## config.mk

```make
export PLATFORM = sky130hd
export DESIGN_NAME = control_unit
export DESIGN_NICKNAME = d
export VERILOG_FILES = /design/src/rtl/cu_pkg.sv /design/src/rtl/control_unit.sv
export SDC_FILE = /design/constraint.sdc
export NUM_CORES = 1
export LEC_CHECK = 0
export CORE_MARGIN = 5
export CORE_UTILIZATION = 42
export DETAILED_ROUTE_END_ITERATION = 16
export PLACE_DENSITY_LB_ADDON = 0.1
export SLEW_MARGIN = 5
export SYNTH_ARGS = -nofsm -noshare
export SYNTH_HDL_FRONTEND = slang
export SYNTH_SLANG_ARGS = --single-unit
```

## constraint.sdc

```tcl
create_clock -name clk -period 1.9 [get_ports clk]
set_input_delay 0.38 -clock clk [delete_from_list [all_inputs] [get_ports clk]]
set_output_delay 0.38 -clock clk [all_outputs]
set_load 0.01 [all_outputs]
```

## src/rtl/cu_pkg.sv

```systemverilog
// Shared definitions for the processor control unit.
// Holds opcodes, the FSM state encoding and the accumulator source select codes.
package cu_pkg;

  localparam logic [2:0] OP_LOAD  = 3'b000;
  localparam logic [2:0] OP_STORE = 3'b001;
  localparam logic [2:0] OP_ADD   = 3'b010;
  localparam logic [2:0] OP_SUB   = 3'b011;
  localparam logic [2:0] OP_IN    = 3'b100;
  localparam logic [2:0] OP_JZ    = 3'b101;
  localparam logic [2:0] OP_JPOS  = 3'b110;
  localparam logic [2:0] OP_HALT  = 3'b111;

  // INIT must stay at zero so a cleared register decodes to "no strobes".
  typedef enum logic [3:0] {
    INIT    = 4'd0,
    FETCH   = 4'd1,
    DECODE  = 4'd2,
    LOAD_X  = 4'd3,
    STORE_X = 4'd4,
    ADD_X   = 4'd5,
    SUB_X   = 4'd6,
    IN_WAIT = 4'd7,
    IN_LOAD = 4'd8,
    IN_REL  = 4'd9,
    JUMP    = 4'd10,
    HALT    = 4'd11
  } state_t;

  localparam logic [1:0] ASEL_ALU  = 2'd0;
  localparam logic [1:0] ASEL_IN   = 2'd1;
  localparam logic [1:0] ASEL_RAM  = 2'd2;
  localparam logic [1:0] ASEL_ZERO = 2'd3;

endpackage

```

## src/rtl/control_unit.sv

```systemverilog
// Fetch/decode/execute controller for the 8-bit accumulator datapath.
// Strobes are a pure decode of the state register; the fetch counter is inline.
module control_unit
  import cu_pkg::*;
#(
  parameter int CNT_W = 8
) (
  input  logic             clk,
  input  logic             clear,
  input  logic [2:0]       IR75,
  input  logic             Aeq0,
  input  logic             Apos,
  input  logic             enter,
  output logic             IRload,
  output logic             JMPmux,
  output logic             PCload,
  output logic             Meminst,
  output logic             MemWr,
  output logic [1:0]       Asel,
  output logic             Aload,
  output logic             Sub,
  output logic             input_req,
  output logic             halted,
  output logic [3:0]       state_out,
  output logic [CNT_W-1:0] instr_count
);

  state_t state;

  always_ff @(posedge clk or posedge clear) begin
    if (clear) begin
      state <= INIT;
    end else begin
      case (state)
        INIT:    state <= FETCH;
        FETCH:   state <= DECODE;
        DECODE: begin
          case (IR75)
            OP_LOAD:  state <= LOAD_X;
            OP_STORE: state <= STORE_X;
            OP_ADD:   state <= ADD_X;
            OP_SUB:   state <= SUB_X;
            OP_IN:    state <= IN_WAIT;
            OP_JZ:    state <= Aeq0 ? JUMP : FETCH;
            OP_JPOS:  state <= Apos ? JUMP : FETCH;
            OP_HALT:  state <= HALT;
            default:  state <= INIT;
          endcase
        end
        LOAD_X:  state <= FETCH;
        STORE_X: state <= FETCH;
        ADD_X:   state <= FETCH;
        SUB_X:   state <= FETCH;
        IN_WAIT: state <= enter ? IN_LOAD : IN_WAIT;
        IN_LOAD: state <= IN_REL;
        // Waiting for release keeps a long press from loading twice.
        IN_REL:  state <= enter ? IN_REL : FETCH;
        JUMP:    state <= FETCH;
        HALT:    state <= HALT;
        default: state <= INIT;
      endcase
    end
  end

  always_ff @(posedge clk or posedge clear) begin
    if (clear) begin
      instr_count <= '0;
    end else if (state == FETCH) begin
      instr_count <= instr_count + CNT_W'(1);
    end
  end

  always_comb begin
    IRload    = 1'b0;
    JMPmux    = 1'b0;
    PCload    = 1'b0;
    Meminst   = 1'b0;
    MemWr     = 1'b0;
    Asel      = ASEL_ALU;
    Aload     = 1'b0;
    Sub       = 1'b0;
    input_req = 1'b0;
    halted    = 1'b0;
    case (state)
      FETCH: begin
        IRload = 1'b1;
        PCload = 1'b1;
      end
      DECODE: Meminst = 1'b1;
      LOAD_X: begin
        Meminst = 1'b1;
        Asel    = ASEL_RAM;
        Aload   = 1'b1;
      end
      STORE_X: begin
        Meminst = 1'b1;
        MemWr   = 1'b1;
      end
      ADD_X: begin
        Meminst = 1'b1;
        Asel    = ASEL_ALU;
        Aload   = 1'b1;
      end
      SUB_X: begin
        Meminst = 1'b1;
        Asel    = ASEL_ALU;
        Sub     = 1'b1;
        Aload   = 1'b1;
      end
      IN_WAIT: input_req = 1'b1;
      IN_LOAD: begin
        Asel  = ASEL_IN;
        Aload = 1'b1;
      end
      JUMP: begin
        JMPmux = 1'b1;
        PCload = 1'b1;
      end
      HALT: halted = 1'b1;
      default: ;
    endcase
  end

  assign state_out = state;

endmodule

```

# Word-level counts from Yosys, hierarchy flattened
# Cells that the tools add are included.
# classes
eq_ne,18
n_reduce_logical,6
addsub,1
n_mux,16
# op_table
cell,n
case mux 4 bit (8 select lines),1
case mux 4 bit (7 select lines),1
"equality test 4 x 3 -> 1 bit, second input constant",4
"equality test 4 bit, second input constant",4
2-to-1 mux 4 bit,4
"equality test 3 bit, second input constant",4
2-to-1 mux 1 bit,9
"adder 8 x 1 -> 8 bit, second input constant",1
"equality test 4 x 2 -> 1 bit, second input constant",2
"equality test 3 x 2 -> 1 bit, second input constant",2
OR reduction 6 bit,1
OR reduction 5 bit,1
"equality test 4 x 1 -> 1 bit, second input constant",1
logical NOT 4 bit,1
case mux 2 bit (2 select lines),1
OR reduction 4 bit,1
"equality test 3 x 1 -> 1 bit, second input constant",1
logical NOT 3 bit,1
OR reduction 2 bit,1
# word_totals
reg_bits,12
inputBits,8
output_inout_bits,23
elab_cells,43

# Longest topological paths before layout
# logic_depth
depth_word,3
depth_mapped,5
depth_no_buf,4

# Least setup slack after synthesis
# OpenSTA, ideal clock, no wires.
# synth_timing
kind,reg-to-output
startpoint,reg state[3] (netlist: state_out[3])
endpoint,out Aload
arrival_ns,1.400
setup_slack_ns,0.120
required_time_ns,1.520
stages_incl_launch_ff,5
n_path_buf,1
cell_sequence,dfrtp_1 clkbuf_1 nand2b_1 nor3_1 o21bai_1
# synth_via
elab_chain_len,3
elab_cells_between_ends,6
cone_classes,eq/ne (4); mux (1); reduce/logical (1)
# synth_rtl
element,line,rtl
start: declaration,control_unit.sv:28,state_t state;
start signal: assignment,control_unit.sv:44,OP_JZ: state <= Aeq0 ? JUMP : FETCH;
start signal: assignment,control_unit.sv:45,OP_JPOS: state <= Apos ? JUMP : FETCH;
start signal: assignment,control_unit.sv:54,IN_WAIT: state <= enter ? IN_LOAD : IN_WAIT;
"equality test 4 x 3 -> 1 bit, or another cell as far along",control_unit.sv:84,case (state)
OR reduction 4 bit (no source line) (*),n/a,
2-to-1 mux 1 bit (*),control_unit.sv:84,
end: declaration,control_unit.sv:20,"output logic Aload,"
# Mark *: on every way between the ends. The rest lies on a longest branch, timed or not.

# Final worst setup path
# layout_timing
startpoint,reg state[0] (netlist: state_out[0])
endpoint,out state_out[0]
# layout_rtl
element,line,rtl
end: declaration,control_unit.sv:24,"output logic [3:0] state_out,"
# No word-level cell between the ends.

==> results.py <==
metrics = {
    "drt": {
        "drtIter0Drc": 15,
        "drc": 0,
        "routed_wl_um": 2100,
        "ant_nets": 0,
        "viasPerCell": 5.08,
        "first_pass_iters": 4,
        "routedWlPerCell_um": 13.2,
        "route.vias.total": 807,
    },
    "logic_synthesis": {
        "yosys_most_used_dff": "dfrtp_1",
        "synth_seq_area_share_pct": 38.0,
        "yosys.area.top_type_share_pct": 38.0,
        "yosysTopAreaCell": "dfrtp_1",
        "synthCells": 91,
        "ys_seq_elements": 12,
        "syn_nets": 100,
        "synth_edf_count": 0,
        "yosysMostFrequentCell": "dfrtp_1",
        "ys_warn_count": 0,
        "ys_top_cells_by_area": "dfrtp_1, xnor2_1, xor2_1, nor2_1, a21oi_1",
        "synth_area_per_cell_um2": 8.68,
        "ys_top_cells_by_count": "dfrtp_1, nor2_1, nand2_1, a21oi_1, o21ai_0",
        "syn_area_um2": 790,
        "synth.distinct_cells": 32,
        "async_reset_ff_share_pct": 100,
    },
    "global_routing": {
        "grt_max_degree": 13,
        "grt_pass1_vias": 749,
        "grt_usage_pct": 16.3,
        "grt_overflow": 0,
        "antenna_found_initial": 0,
        "grt_pass1_wl_um": 3350,
    },
    "die": {
        "die-area_mm2": 0.00285,
        "die_y_um": 53.4,
        "num_rows": 15,
        "coreArea_mm2": 0.00176,
        "die_x_um": 53.4,
        "io-pin-count": 31,
        "initial_core_util_pct": 44.8,
    },
    "placed_design": {
        "io_buffers": 30,
        "gp_congestion": 0.772,
        "hpwl_um": 1550,
    },
    "timing": {
        "holdWs_ps": 429,
        "fin_crit_ps": 1850,
        "hold_viol_final": 0,
        "fmax_mhz": 542,
        "finalSetupViolations": 0,
        "worst_pin_slew_ps": 477,
        "fin_crit_sh_pct": 97.1,
        "report.final.slew_viol_count": 0,
        "maxSlewHeadroom_pct": 68.2,
        "rsz0062_at_grt": "false",
        "skew_ps": 3.36,
    },
    "worst_setup_path": {
        "worstReg2RegStart": "state_out[2]",
        "arrival_ps": 1470,
        "end_kind": "primary output",
        "r2r_slack_ps": 180,
        "reg2reg_to": "instr_count[7]",
        "crit_type": "reg -> out",
        "crit_fanout": 6,
        "start_kind": "register",
        "ff2ff_path_depth": 6,
        "cp.required_ps": 1520,
    },
    "finish": {
        "fill_cells": 158,
        "final_util_pct": 69.9,
        "seq_area_um2": 304,
        "antennaDiodeCount": 0,
        "nNetsFinal": 145,
        "area_delta_synth_final_pct": 56.1,
        "multi_input_comb_area_um2": 463,
        "drive_above_1_share_pct": 23.9,
    },
    "clock_tree": {
        "clock_sinks": 12,
        "cts_made_buffers": 3,
        "clk_pin_slew_worst_paths_ps": 70,
        "cts_buffer_depth": 2,
        "htreeDepth": 1,
        "root_buffer": "clkbuf_4",
        "tritoncts": "done",
        "clock_latency_ps": 270,
    },
    "power": {
        "switching_share_pct": 42.1,
        "p_int_mw": 1.13,
        "p_leak_nw": 0.565,
        "clkPwrFrac_pct": 7.9,
        "switchingPower_mw": 0.823,
        "irDropWorstVdd_mv": 0.927,
        "powerDensity_mw_per_mm2": 1590,
        "seq_power_share_pct": 25.9,
        "p_comb_share_pct": 66.2,
    },
    "min_path": {
        "hold_class": "in -> async",
    },
    "flow_run": {
        "cap_violations": 0,
    },
    "run_status": {
        "status": "completed",
    },
}
==> per-layer routing <==
metal / vias up / track usage (%) / wire length, µm
met4: 0 / 2.55 / 0
met2: 22 / 26.9 / 1010
met3: 0 / 5.07 / 118
li1: 403 / - / -
met1: 382 / 20.9 / 975
met5: - / 0 / 0
==> area by class of cell <==
type                    instances  share of cell area (%)
inverters                       3                   0.914
well taps                      25                    2.54
repair buffers                 46                    32.5
flip-flops and latches         12                    24.7
clock buffers                   3                    1.83
multi-input cells              70                    37.6
==> worst max path at each step <==
stage                            start      endpoint  slack (ps)  cells after the start
final                     state_out[0]  state_out[0]          50                      3
after global routing      state_out[0]  state_out[0]           1                      3
after CTS                 state_out[2]        IRload          10                      3
after detailed placement  state_out[2]        IRload          -5                      3
after global placement    state_out[2]        IRload          20                      3
after floorplan           state_out[3]         Aload         120                      4
==> placed cells by master, fill, tap and decap left out, types with 3 or more instances in the layout <==
cell,Yosys,final
o21ai_0,6,6
xnor2_1,5,5
a21oi_1,6,5
dfrtp_2,0,3
xor2_1,5,5
clkdlybuf4s50_1,0,18
buf_4,0,15
dlygate4sd2_1,0,5
inv_1,3,3
nand2_1,7,7
nand3_1,3,3
clkbuf_4,0,3
dfrtp_1,12,9
nor2_1,11,11
clkbuf_2,0,3
nor3_1,4,3
==> power groups by stage <==
stage / Sequential (mW) / Clock (mW) / Combinational, mW
global route: 0.526 / 0.170 / 1.39
floorplan: 0.513 / 0 / 0.606
CTS: 0.505 / 0.156 / 1.30
finish: 0.507 / 0.154 / 1.30
global placement: 0.494 / 0 / 1.27
detailed placement: 0.500 / 0 / 1.29
==> critical path, stage by stage (launching register included) <==
cell and delay (ps):
dfrtp_2 440, buf_4 150, buf_4 130, clkdlybuf4s50_1 480
==> timing repair <==
action | 4_1_cts | 5_1_grt
hold buffers | 0 | 0
pin swaps | 0 | 0
resized for setup | 19 | 11
buffers inserted | 2 | 0
setup endpoints to repair | 11 | 7
==> state kept, by name, indices dropped and copies added, names as in the netlist <==
name         count
instr_count      8
state_out        4
==> cells by family (layout without fill, tap and decap cells) <==
kind of cell | after synthesis | after routing | synth area share (%)
buffers and inverters | 9 | 52 | 5.39
XOR/XNOR | 10 | 10 | 11.1
adder cells (fa/ha/maj) | 1 | 1 | 1.58
flip-flops | 12 | 12 | 38.0
multiplexers | 1 | 1 | 1.43
AO/OA/AOI/OAI | 20 | 20 | 15.1
AND/OR/NAND/NOR | 38 | 38 | 27.4
==> metrics by stage <==
| stage | std cells | power, mW | setup TNS [ps] | instance area [µm²] | setup WS (ps) |
|---|---|---|---|---|---|
| final | 159 | 1.96 | 0 | 1230 | 54.2 |
| after global placement | 154 | 1.77 | 0 | 1190 | 18.0 |
| after global routing | 159 | 2.09 | 0 | 1230 | 1.15 |
| after detailed placement | 154 | 1.79 | -5.01 | 1190 | -5.01 |
| after floorplan | 91 | 1.12 | 0 | 790 | 120 |
| after CTS | 159 | 1.96 | 0 | 1240 | 12.6 |
No activity file was read; power rests on OpenSTA's default activity.
